File: config.mk
export PLATFORM = sky130hd
export DESIGN_NAME = eth_frame_tx
export DESIGN_NICKNAME = d
export VERILOG_FILES = /design/src/rtl/eth_frame_tx.sv
export SDC_FILE = /design/constraint.sdc
export NUM_CORES = 1
export LEC_CHECK = 0
export BUFFER_PORTS_ARGS = -buffer_cell sky130_fd_sc_hd__buf_2
export CAP_MARGIN = 20
export CORE_UTILIZATION = 42
export DETAILED_ROUTE_END_ITERATION = 10
export PLACE_DENSITY_LB_ADDON = 0.25
export SYNTH_ARGS = -nofsm -noshare
export SYNTH_HDL_FRONTEND = slang
export SYNTH_SLANG_ARGS = --single-unit
File: constraint.sdc
create_clock -name clk -period 2.3 [get_ports clk]
set_input_delay 0.23 -clock clk [delete_from_list [all_inputs] [get_ports clk]]
set_output_delay 0.23 -clock clk [all_outputs]
set_load 0.05 [all_outputs]
File: src/rtl/eth_frame_tx.sv
// Ethernet frame serializer: takes one header (dest MAC, src MAC, EtherType)
// and an 8-bit payload stream. It emits the 14 header bytes, then the payload,
// then optional zero padding up to MIN_FRAME_LEN, on a single byte stream.
//
// Handshake rule (all three interfaces): a beat transfers on a rising clk edge
// where valid && ready are both high. A source holds valid and its data stable
// until that transfer. The output side never drops a valid beat, and never
// changes a valid beat, while it waits for ready.
module eth_frame_tx #(
    parameter int ENABLE_PADDING = 0,
    parameter int MIN_FRAME_LEN  = 60
) (
    input  logic        clk,
    input  logic        rst,
    input  logic        s_eth_hdr_valid,
    output logic        s_eth_hdr_ready,
    input  logic [47:0] s_eth_dest_mac,
    input  logic [47:0] s_eth_src_mac,
    input  logic [15:0] s_eth_type,
    input  logic [7:0]  s_eth_payload_axis_tdata,
    input  logic        s_eth_payload_axis_tvalid,
    output logic        s_eth_payload_axis_tready,
    input  logic        s_eth_payload_axis_tlast,
    input  logic        s_eth_payload_axis_tuser,
    output logic [7:0]  m_axis_tdata,
    output logic        m_axis_tvalid,
    input  logic        m_axis_tready,
    output logic        m_axis_tlast,
    output logic        m_axis_tuser,
    output logic        busy
);

    typedef enum logic [1:0] {
        ST_IDLE    = 2'd0,
        ST_HEADER  = 2'd1,
        ST_PAYLOAD = 2'd2,
        ST_PAD     = 2'd3
    } state_t;

    localparam logic [15:0] MIN_LEN  = 16'(MIN_FRAME_LEN);
    localparam logic [15:0] HDR_LAST = 16'd13;

    // FSM state, kept as a named enum so checkers can bind to it
    state_t      state;
    state_t      state_next;

    logic [47:0] dest_q;
    logic [47:0] src_q;
    logic [15:0] type_q;
    logic [15:0] count_q;
    logic [15:0] count_inc;
    logic        user_q;
    logic [7:0]  hdr_byte;
    logic        out_en;
    logic        hdr_fire;
    logic        pay_fire;
    logic        pad_needed;
    logic        pad_done;

    // The output register may take a new beat when empty or being drained
    assign out_en     = !m_axis_tvalid || m_axis_tready;
    assign count_inc  = (count_q == 16'hFFFF) ? count_q : count_q + 16'd1;
    assign hdr_fire   = s_eth_hdr_valid && s_eth_hdr_ready;
    assign pay_fire   = s_eth_payload_axis_tvalid && s_eth_payload_axis_tready;
    assign pad_needed = (ENABLE_PADDING != 0) && (count_inc < MIN_LEN);
    assign pad_done   = (count_inc >= MIN_LEN);

    // Pick the header byte for the current emitted-byte index (MSB first)
    always_comb begin
        hdr_byte = 8'h00;
        case (count_q[3:0])
            4'd0:    hdr_byte = dest_q[47:40];
            4'd1:    hdr_byte = dest_q[39:32];
            4'd2:    hdr_byte = dest_q[31:24];
            4'd3:    hdr_byte = dest_q[23:16];
            4'd4:    hdr_byte = dest_q[15:8];
            4'd5:    hdr_byte = dest_q[7:0];
            4'd6:    hdr_byte = src_q[47:40];
            4'd7:    hdr_byte = src_q[39:32];
            4'd8:    hdr_byte = src_q[31:24];
            4'd9:    hdr_byte = src_q[23:16];
            4'd10:   hdr_byte = src_q[15:8];
            4'd11:   hdr_byte = src_q[7:0];
            4'd12:   hdr_byte = type_q[15:8];
            4'd13:   hdr_byte = type_q[7:0];
            default: hdr_byte = 8'h00;
        endcase
    end

    // State register
    always_ff @(posedge clk) begin
        if (rst) begin
            state <= ST_IDLE;
        end else begin
            state <= state_next;
        end
    end

    // Next-state logic
    always_comb begin
        state_next = state;
        case (state)
            ST_IDLE: begin
                if (hdr_fire) begin
                    state_next = ST_HEADER;
                end
            end
            ST_HEADER: begin
                if (out_en && count_q == HDR_LAST) begin
                    state_next = ST_PAYLOAD;
                end
            end
            ST_PAYLOAD: begin
                if (pay_fire && s_eth_payload_axis_tlast) begin
                    state_next = pad_needed ? ST_PAD : ST_IDLE;
                end
            end
            ST_PAD: begin
                if (out_en && pad_done) begin
                    state_next = ST_IDLE;
                end
            end
            default: state_next = ST_IDLE;
        endcase
    end

    // Handshake readies and busy, all forced low while reset is asserted
    always_comb begin
        s_eth_hdr_ready           = !rst && (state == ST_IDLE);
        s_eth_payload_axis_tready = !rst && (state == ST_PAYLOAD) && out_en;
        busy                      = !rst && (state != ST_IDLE);
    end

    // Header latch, byte counter and the output register
    always_ff @(posedge clk) begin
        if (rst) begin
            dest_q        <= '0;
            src_q         <= '0;
            type_q        <= '0;
            count_q       <= '0;
            user_q        <= 1'b0;
            m_axis_tvalid <= 1'b0;
            m_axis_tdata  <= '0;
            m_axis_tlast  <= 1'b0;
            m_axis_tuser  <= 1'b0;
        end else begin
            if (hdr_fire) begin
                dest_q  <= s_eth_dest_mac;
                src_q   <= s_eth_src_mac;
                type_q  <= s_eth_type;
                count_q <= '0;
                user_q  <= 1'b0;
            end
            case (state)
                ST_HEADER: begin
                    if (out_en) begin
                        m_axis_tvalid <= 1'b1;
                        m_axis_tdata  <= hdr_byte;
                        m_axis_tlast  <= 1'b0;
                        m_axis_tuser  <= 1'b0;
                        count_q       <= count_inc;
                    end
                end
                ST_PAYLOAD: begin
                    if (pay_fire) begin
                        m_axis_tvalid <= 1'b1;
                        m_axis_tdata  <= s_eth_payload_axis_tdata;
                        count_q       <= count_inc;
                        // tlast/tuser are only forwarded when no padding follows
                        if (s_eth_payload_axis_tlast && !pad_needed) begin
                            m_axis_tlast <= 1'b1;
                            m_axis_tuser <= s_eth_payload_axis_tuser;
                        end else begin
                            m_axis_tlast <= 1'b0;
                            m_axis_tuser <= 1'b0;
                        end
                        if (s_eth_payload_axis_tlast) begin
                            user_q <= s_eth_payload_axis_tuser;
                        end
                    end else if (out_en) begin
                        m_axis_tvalid <= 1'b0;
                    end
                end
                ST_PAD: begin
                    if (out_en) begin
                        m_axis_tvalid <= 1'b1;
                        m_axis_tdata  <= 8'h00;
                        m_axis_tlast  <= pad_done;
                        m_axis_tuser  <= pad_done && user_q;
                        count_q       <= count_inc;
                    end
                end
                default: begin
                    if (out_en) begin
                        m_axis_tvalid <= 1'b0;
                    end
                end
            endcase
        end
    end

endmodule

== Word level (Yosys, flattened, before mapping) ==
Cells that the tools add are included.
Operators by class
  add/sub/neg operators: 1
  multiply operators: 0
  divide/modulo/power cells: 0
  $lt $le $gt $ge: 1
  equality and inequality tests: 26
  shift operators: 0
  multiplexer cells: 32
  bitwise operators: 0
  reductions and logical operators: 20
Operators with widths (count)
  8-bit one-hot mux with 14 select lines: 1
  16-bit 2-to-1 mux: 4
  16-bit one-hot mux with 2 select lines: 1
  4-bit == test (second input constant): 6
  8-bit 2-to-1 mux: 3
  8-bit one-hot mux with 3 select lines: 1
  16-bit by 1-bit adder with 16-bit output (second input constant): 1
  16-bit == test (second input constant): 1
  16-bit by 4-bit == test with 1-bit output (second input constant): 1
  4-bit by 3-bit == test with 1-bit output (second input constant): 4
  16-bit by 6-bit greater-or-equal comparator with 1-bit output (second input constant): 1
  1-bit 2-to-1 mux: 14
  2-bit != test (second input constant): 7
  1-bit logical AND: 10
  4-bit by 2-bit == test with 1-bit output (second input constant): 2
  2-bit 2-to-1 mux: 4
  2-bit one-hot mux with 4 select lines: 1
  4-bit AND reduction: 2
  1-bit one-hot mux with 3 select lines: 2
  2-bit == test (second input constant): 2
  4-bit by 1-bit == test with 1-bit output (second input constant): 1
  4-bit logical NOT: 1
  3-bit nonzero test: 1
  2-bit by 1-bit == test with 1-bit output (second input constant): 1
  other kinds (7): 8
Storage, ports and cells
  register bits after elaboration: 142
  latch bits: 0
  RAM bits: 0
  memory bits (read-only): 0
  bits of input ports: 127
  output and inout port bits: 14
  word-level logic and storage cells: 90
  memories: 0

== Depth between registers and ports, before layout ==
Gate-level depths: netlist (run 1).
  depth after elaboration: 7
  depth in mapped cells: 10
  depth with buffers taken out: 8

== Worst setup path before layout (run 1) ==
Ideal clock, no wire load.
  kind: reg-to-reg
  start point: register state[0]
  end point: register src_q[0]
  library setup time: 0.074 ns
  arrival: 2.694 ns
  data required time: 2.226 ns
  slack: -0.469 ns
  stages on the path, launching flop included: 10
  path buffers: 5
  period minus slack after synthesis: 2.769 ns
  cells stage by stage: dfxtp_1 clkbuf_1 nor3_1 and2_1 buf_2 buf_2 buf_2 buf_2 nand2_1 o21ai_0
Between the ends
  word-level cells in the longest chain between the ends: 3
RTL lines
  start, declared: line 44  | state_t state;
  start signal, assigned: line 95  | state <= state_next;
  2-bit logical NOT: line 129  | s_eth_hdr_ready = !rst && (state == ST_IDLE);
  1-bit logical AND: line 129
  named net s_eth_hdr_ready: line 16  | output logic s_eth_hdr_ready,
  1-bit logical AND: line 63  | assign hdr_fire = s_eth_hdr_valid && s_eth_hdr_ready;
  end signal, assigned: line 149  | src_q <= s_eth_src_mac;
  end, declared: line 48  | logic [47:0] src_q;
The timed path passes the listed nets, and every way through them passes these cells.
A chain may end at the register's enable or synchronous reset.

== Final worst setup path (run 1) ==
  start point: register count_q[8]
  end point: register state[0]
Between the ends
  word-level cells in the longest chain between the ends: 6
  elaborated cells on any way between the ends: 10
  those cells by class: 1 x add/sub; 1 x order compare; 4 x eq/ne; 1 x mux; 3 x reduce/logical
RTL lines
  start, declared: line 50  | logic [15:0] count_q;
  start signal, assigned: line 161  | count_q <= count_inc;
  start signal, assigned: line 168  | count_q <= count_inc;
  start signal, assigned: line 190  | count_q <= count_inc;
  16-bit by 1-bit adder with 16-bit output or 16-bit == test (tied branches): line 62  | assign count_inc = (count_q == 16'hFFFF) ? count_q : count_q + 16'd1;
  16-bit 2-to-1 mux: line 62
  16-bit by 6-bit greater-or-equal comparator with 1-bit output: line 66  | assign pad_done = (count_inc >= MIN_LEN);
  1-bit logical AND: line 119  | if (out_en && pad_done) begin
  2-bit != test (no line)
  4-bit AND reduction (no line) (*)
Mark *: on every way between the ends. The rest lies on a longest branch, timed or not.

==> run metrics, run 1 <==
H-tree depth 4; area grow syn2layout 27.5%; Vias 6484; Final Skew 0.0126 ns; clk root buf clkbuf_16; Synth Cell Area 6790 sq um; Crit. path cell count 6; CORE AREA 15800 sq um; Pwr per Cell Area 700 nW/um^2; most frequent cell after synthesis dfxtp_1; Via density 5.30; Synth top area share 0.419; DRT Pass-1 Iters 5; Core Rows 46; Finished Layout Cells 1223; Syn Inst Count 850; GRT overflow 0; crit path kind flip-flop to flip-flop; Final min period 2.16 ns; Worst-Skew Late Latency 0.43 ns; CTS buffer count 17; hold-critical path depth 3; number of synthesized flops with an enable pin 0; post-route ant nets 0; pins over their slew limit 0; Leakage Power 3.28 nW; WP buf/inv 0; Hold Crit Class input pin to flip-flop; FFs w/ async S/R, synth 0; # diodes 0; max capacitance violation total 0; Crit path arrival time 2.48 ns; Tot Pwr 0.00605 W; Routed wire per std cell 15.9 um; Initial Util 0.429; Largest delay share family, worst path simple AND/OR/NAND/NOR gates; Crit path largest cell delay 0.54 ns; Peak VDD IR 535 uV; endpoint type of the worst setup path flip-flop; CTS Sinks 142; setup TNS 0 ns; RSZ-0062 raised after global routing true; chip width 129 um; CP Launch Type flip-flop; status finished clean; top post-synthesis cells by count 142 x dfxtp_1, 136 x o21ai_0, 130 x nand2_1; Final Hold Fails 0; CTS tree yes; max_slew headroom 0.591; die area 16700 sq um; drt initial violations 503; Synth area leader dfxtp_1; Netlist cell types 57; top cells by area, synth dfxtp_1 42%, nand2b_1 11%, o21ai_0 10%; global-route wire length before repair 31.1 mm; DRC violations left 0; Worst Path Max Fanout 10; slowest CP cell dfxtp_1; Die H 129 um; clock-pin slew on the worst setup and hold paths 0.07 ns; port bufs 140; GPL Wtd Cong 0.904; drt total wl 19.4 mm; WP data required 2.63 ns; Placed Cells 1164; f_max 464 MHz; R2R cell count 6; cell breakdown of the critical path nand4_4 > nor4_4 > and3b_1 > o221ai_2 > or3_1 > o41ai_2; vias in the first global route 6049; Tcrit/Tclk final 0.938; Setup-failing EPs final 0; I/O Pins 141; Yosys warning count 0; Avg Cell Area, Syn 7.98 sq um; flip-flop and latch count after synthesis 142; initial antenna violation count 0; Final nets 1126; share of post-route cells with drive strength above 1 0.229; HPWL after DPL 13.1 mm; Syn Nets 981; GRT Total Usage 0.242; Clock Path Buffers 2; Hold Slack 0.00639 ns; worst-margin pin slew 0.608 ns; share of the yosys chip area belonging to registers 0.419; top_reg_cell synth dfxtp_1; largest net degree at the start of global routing 140
## final cells by class
class / count / area [sq um]
fillers: 1512 / 7180
multi-input cells: 629 / 3690
flip-flops and latches: 142 / 2850
repair buffers: 199 / 1250
clock buffers: 18 / 429
well taps: 216 / 270
clock inverters: 13 / 134
inverters: 6 / 22.5
## layer usage
layer	vias to the layer above	wire, um	GRT usage
met3	23	983	0.0504
met5	-	0	0
met4	0	340	0.0768
met1	2987	8730	0.316
li1	3276	-	-
met2	198	9340	0.400
## flip-flops by register name (all words and copies together), names as in the netlist
| name | cells |
|---|---|
| m_axis_tvalid | 1 |
| count_q | 16 |
| state | 2 |
| user_q | 1 |
| m_axis_tuser | 1 |
| m_axis_tdata | 8 |
| type_q | 16 |
| dest_q | 48 |
| src_q | 48 |
| m_axis_tlast | 1 |
## worst paths after layout
check,from,to,slack [ns]
hold reg to reg,dest_q[30],dest_q[30],0.47
hold / removal,s_eth_dest_mac[16],dest_q[16],0.006
setup / recovery,count_q[8],state[0],0.14
setup reg to reg,count_q[8],state[0],0.14
## cell families after synthesis
| group | Yosys count | share of synthesized area |
|---|---|---|
| AOI/OAI and AO/OA | 253 | 0.230 |
| xor gates and xnor gates | 3 | 0.00387 |
| adders and majority gates | 4 | 0.00738 |
| buffers and inverters | 79 | 0.0470 |
| DFF | 142 | 0.419 |
| muxes | 10 | 0.0186 |
| and+or+nand+nor | 359 | 0.275 |
## cell usage in the layout (no fill, tap or decap), types with 4 or more instances in the layout
cell type,synthesis,routed
clkinv_4,0,5
a22oi_1,8,8
inv_1,5,4
nor2_1,35,35
mux2i_1,7,7
nand2b_1,116,116
a21oi_1,30,29
nor2b_1,8,8
buf_2,15,139
a22o_1,10,10
clkbuf_16,0,17
nand4_1,10,10
or3_1,4,4
a222oi_1,13,13
dlygate4sd3_1,0,24
a211oi_1,14,13
nor3_1,11,10
a221oi_1,9,9
nand2_1,130,130
buf_4,1,30
a31oi_1,7,7
nand3_1,17,17
dfxtp_1,142,140
o21ai_0,136,135
## tightest hold or removal path: stages
cell and delay (ns):
buf_2 0.07, nand2_1 0.04, o21ai_0 0.06
## what timing repair did
item / CTS / global route
gates cloned: 0 / 0
resized for setup: 1 / 17
pin swaps: 0 / 7
setup endpoints to repair: 4 / 14
hold buffers: 24 / 0
endpoints found under the hold margin: 24 / 0
setup buffers: 0 / 4
## per-stage QoR
stage | setup WS, ns | cell area, sq um | util
floorplan | 0.203 | 6800 | -
global placement | 0.0193 | 7750 | 0.490
detailed placement | -0.0193 | 7750 | 0.490
global route | -0.00790 | 8650 | 0.546
CTS | 0.0499 | 8560 | 0.541
finish | 0.143 | 8650 | 0.546
## power breakdown
group	total [W]	switching [W]	internal [W]	leakage, nW
clock network	0.00263	0.00112	0.00150	0.265
registers	0.00271	0.000100	0.00261	1.17
logic	0.000714	0.000398	0.000315	1.85
total	0.00605	0.00162	0.00443	3.28
Power figures use the tool's default switching activity.
==> run 2, diff against run 1 <==
MAX_ROUTING_LAYER = met4   (was default)
==> run 2 against run 1 <==
Die area is the same. Non-clock buffer count rose by 6. Flip-flop and latch count is the same. Power up 1.8%. Critical path type unchanged.
==> run metrics, run 2 (same netlist as run 1, synthesis figures left out) <==
Final min period 2.22 ns (+0.0596 ns); Clk pwr share 0.443 (+0.009); crit path kind flip-flop to flip-flop; cell breakdown of the critical path ha_1 > buf_6 > a222oi_1 > o21ai_1 > o21bai_1 > a21oi_1 > a211oi_1 > nor3_1; die area 16700 sq um (unchanged); Net Switching 0.00157 W (-3.0%); share of post-route cells with drive strength above 1 0.220 (-0.00947); Final Skew 0.00667 ns (-0.00591 ns); Pwr per Cell Area 706 nW/um^2 (+0.81%); Final Hold Fails 0 (unchanged); worst-margin pin slew 0.749 ns (+0.141 ns); sequential power share 0.440 (-0.008); Largest delay share family, worst path compound AO/OA/AOI/OAI gates; cell-internal power 0.00459 W (+3.6%); Crit path arrival time 2.51 ns (+0.03 ns); largest net degree at the start of global routing 139 (-0.71%); chip width 129 um (unchanged); CTS Sinks 142 (unchanged); most frequent cells in the layout 140 x dfxtp_1, 139 x buf_2, 135 x o21ai_0; drt initial violations 688 (+37%); clk root buf clkbuf_16; drt total wl 19.4 mm (+0.24%); # diodes 0 (unchanged); RSZ-0062 raised after global routing false; most common cell after layout, fill and taps aside dfxtp_1; CP Launch Type flip-flop; WP data required 2.59 ns (-0.04 ns); f_max 451 MHz (-2.7%); Routed wire per std cell 15.8 um (-0.33%); initial antenna violation count 0 (unchanged); sw frac 0.255 (-0.0126); Comb pwr share 0.117 (about the same); Hold Slack 0.00822 ns (+0.00183 ns); Vias 6494 (+0.15%); max capacitance violation total 0 (unchanged); clock-pin slew on the worst setup and hold paths 0.06 ns (about the same); Leakage Power 3.33 nW (+1.6%); vias in the first global route 6013 (-0.60%); CTS tree yes; slowest CP cell a222oi_1; Crit. path cell count 8 (+2); Core Rows 46 (unchanged); Via density 5.28 (-0.42%); Worst-Skew Late Latency 0.42 ns (about the same); GRT Total Usage 0.248 (+0.00550); hold-critical path depth 3 (unchanged); registers with the most flip-flops dest_q (48), src_q (48); pins over their slew limit 0 (unchanged); Tcrit/Tclk final 0.964 (+0.0259); GPL Wtd Cong 0.888 (-1.8%); CTS buffer count 17 (unchanged); Clock Path Buffers 2 (unchanged); Final nets 1132 (+0.53%); CORE AREA 15800 sq um (unchanged); global-route wire length before repair 30.5 mm (-1.8%); Hold Crit Class input pin to flip-flop; port bufs 140 (unchanged); HPWL after DPL 13.2 mm (+0.25%); Die H 129 um (unchanged); max_slew headroom 0.496 (-0.0948); Peak VDD IR 521 uV (-2.5%); DRT Pass-1 Iters 6 (+1); I/O Pins 141 (unchanged); post-place setup slack -0.0191 ns (+0.000144 ns); post-route ant nets 0 (unchanged); Initial Util 0.429 (unchanged); R2R cell count 8 (+2); status finished clean; area grow syn2layout 28.8%; fin worst setup slack 0.0830 ns (-0.0596 ns); Worst Path Max Fanout 18 (+8); Crit path largest cell delay 0.55 ns (about the same); H-tree depth 4 (unchanged); DRC violations left 0 (unchanged); endpoint type of the worst setup path flip-flop; GRT overflow 0 (unchanged); WP buf/inv 1 (+1); Setup-failing EPs final 0 (unchanged)
-- run 2: power by group through the flow --
stage / sequential [W] / combinational (W) / clock [W]
6_report: 0.00271 / 0.000723 / 0.00273
5_1_grt: 0.00273 / 0.000795 / 0.00287
4_1_cts: 0.00271 / 0.000719 / 0.00278
3_5_place_dp: 0.00276 / 0.000669 / 0
3_3_place_gp: 0.00276 / 0.000666 / 0
2_1_floorplan: 0.00277 / 0.000375 / 0
-- run 2: worst min-delay path: cells and delay by family --
family | cells | cell delay [ns]
AND/OR/NAND/NOR | 1 | 0.04
buffers and inverters | 1 | 0.07
AO/OA/AOI/OAI | 1 | 0.05
-- run 2: what timing repair did --
action / in CTS / in global routing
setup endpoints to repair: 1 / 13
gates resized for setup: 2 / 8
pin swaps: 1 / 4
setup buffers: 0 / 0
hold buffers: 35 / 0
endpoints found under the hold margin: 35 / 0
-- run 2: final timing paths --
check | slack, ns | startpoint | to
max reg2reg | 0.08 | count_q[0] | m_axis_tdata[1]
min | 0.008 | s_eth_dest_mac[5] | dest_q[5]
max | 0.08 | count_q[0] | m_axis_tdata[1]
min reg2reg | 0.48 | src_q[9] | src_q[9]
-- run 2: cell type report --
type,instances,area (sq um)
clock buffers,19,453
inverters,6,22.5
multi-input cells,629,3660
clock inverters,13,135
well taps,216,270
fillers,1505,7090
flip-flops and latches,142,2850
repair buffers,205,1350
-- run 2: per-stage QoR --
step	cell area [sq um]	setup TNS, ns	total power, W	cells	util
floorplan	6800	0	0.00314	850	-
global placement	7770	0	0.00343	1163	0.491
detailed placement	7770	-0.0191	0.00343	1163	0.491
CTS	8710	0	0.00621	1230	0.550
global route	8740	0	0.00639	1230	0.552
finish	8740	0	0.00617	1230	0.552
-- run 2: layer usage --
layer	track usage	share of wire
met4	0.105	0.026
met1	0.312	0.46
met2	0.388	0.48
met5	-	0
met3	0.0467	0.038
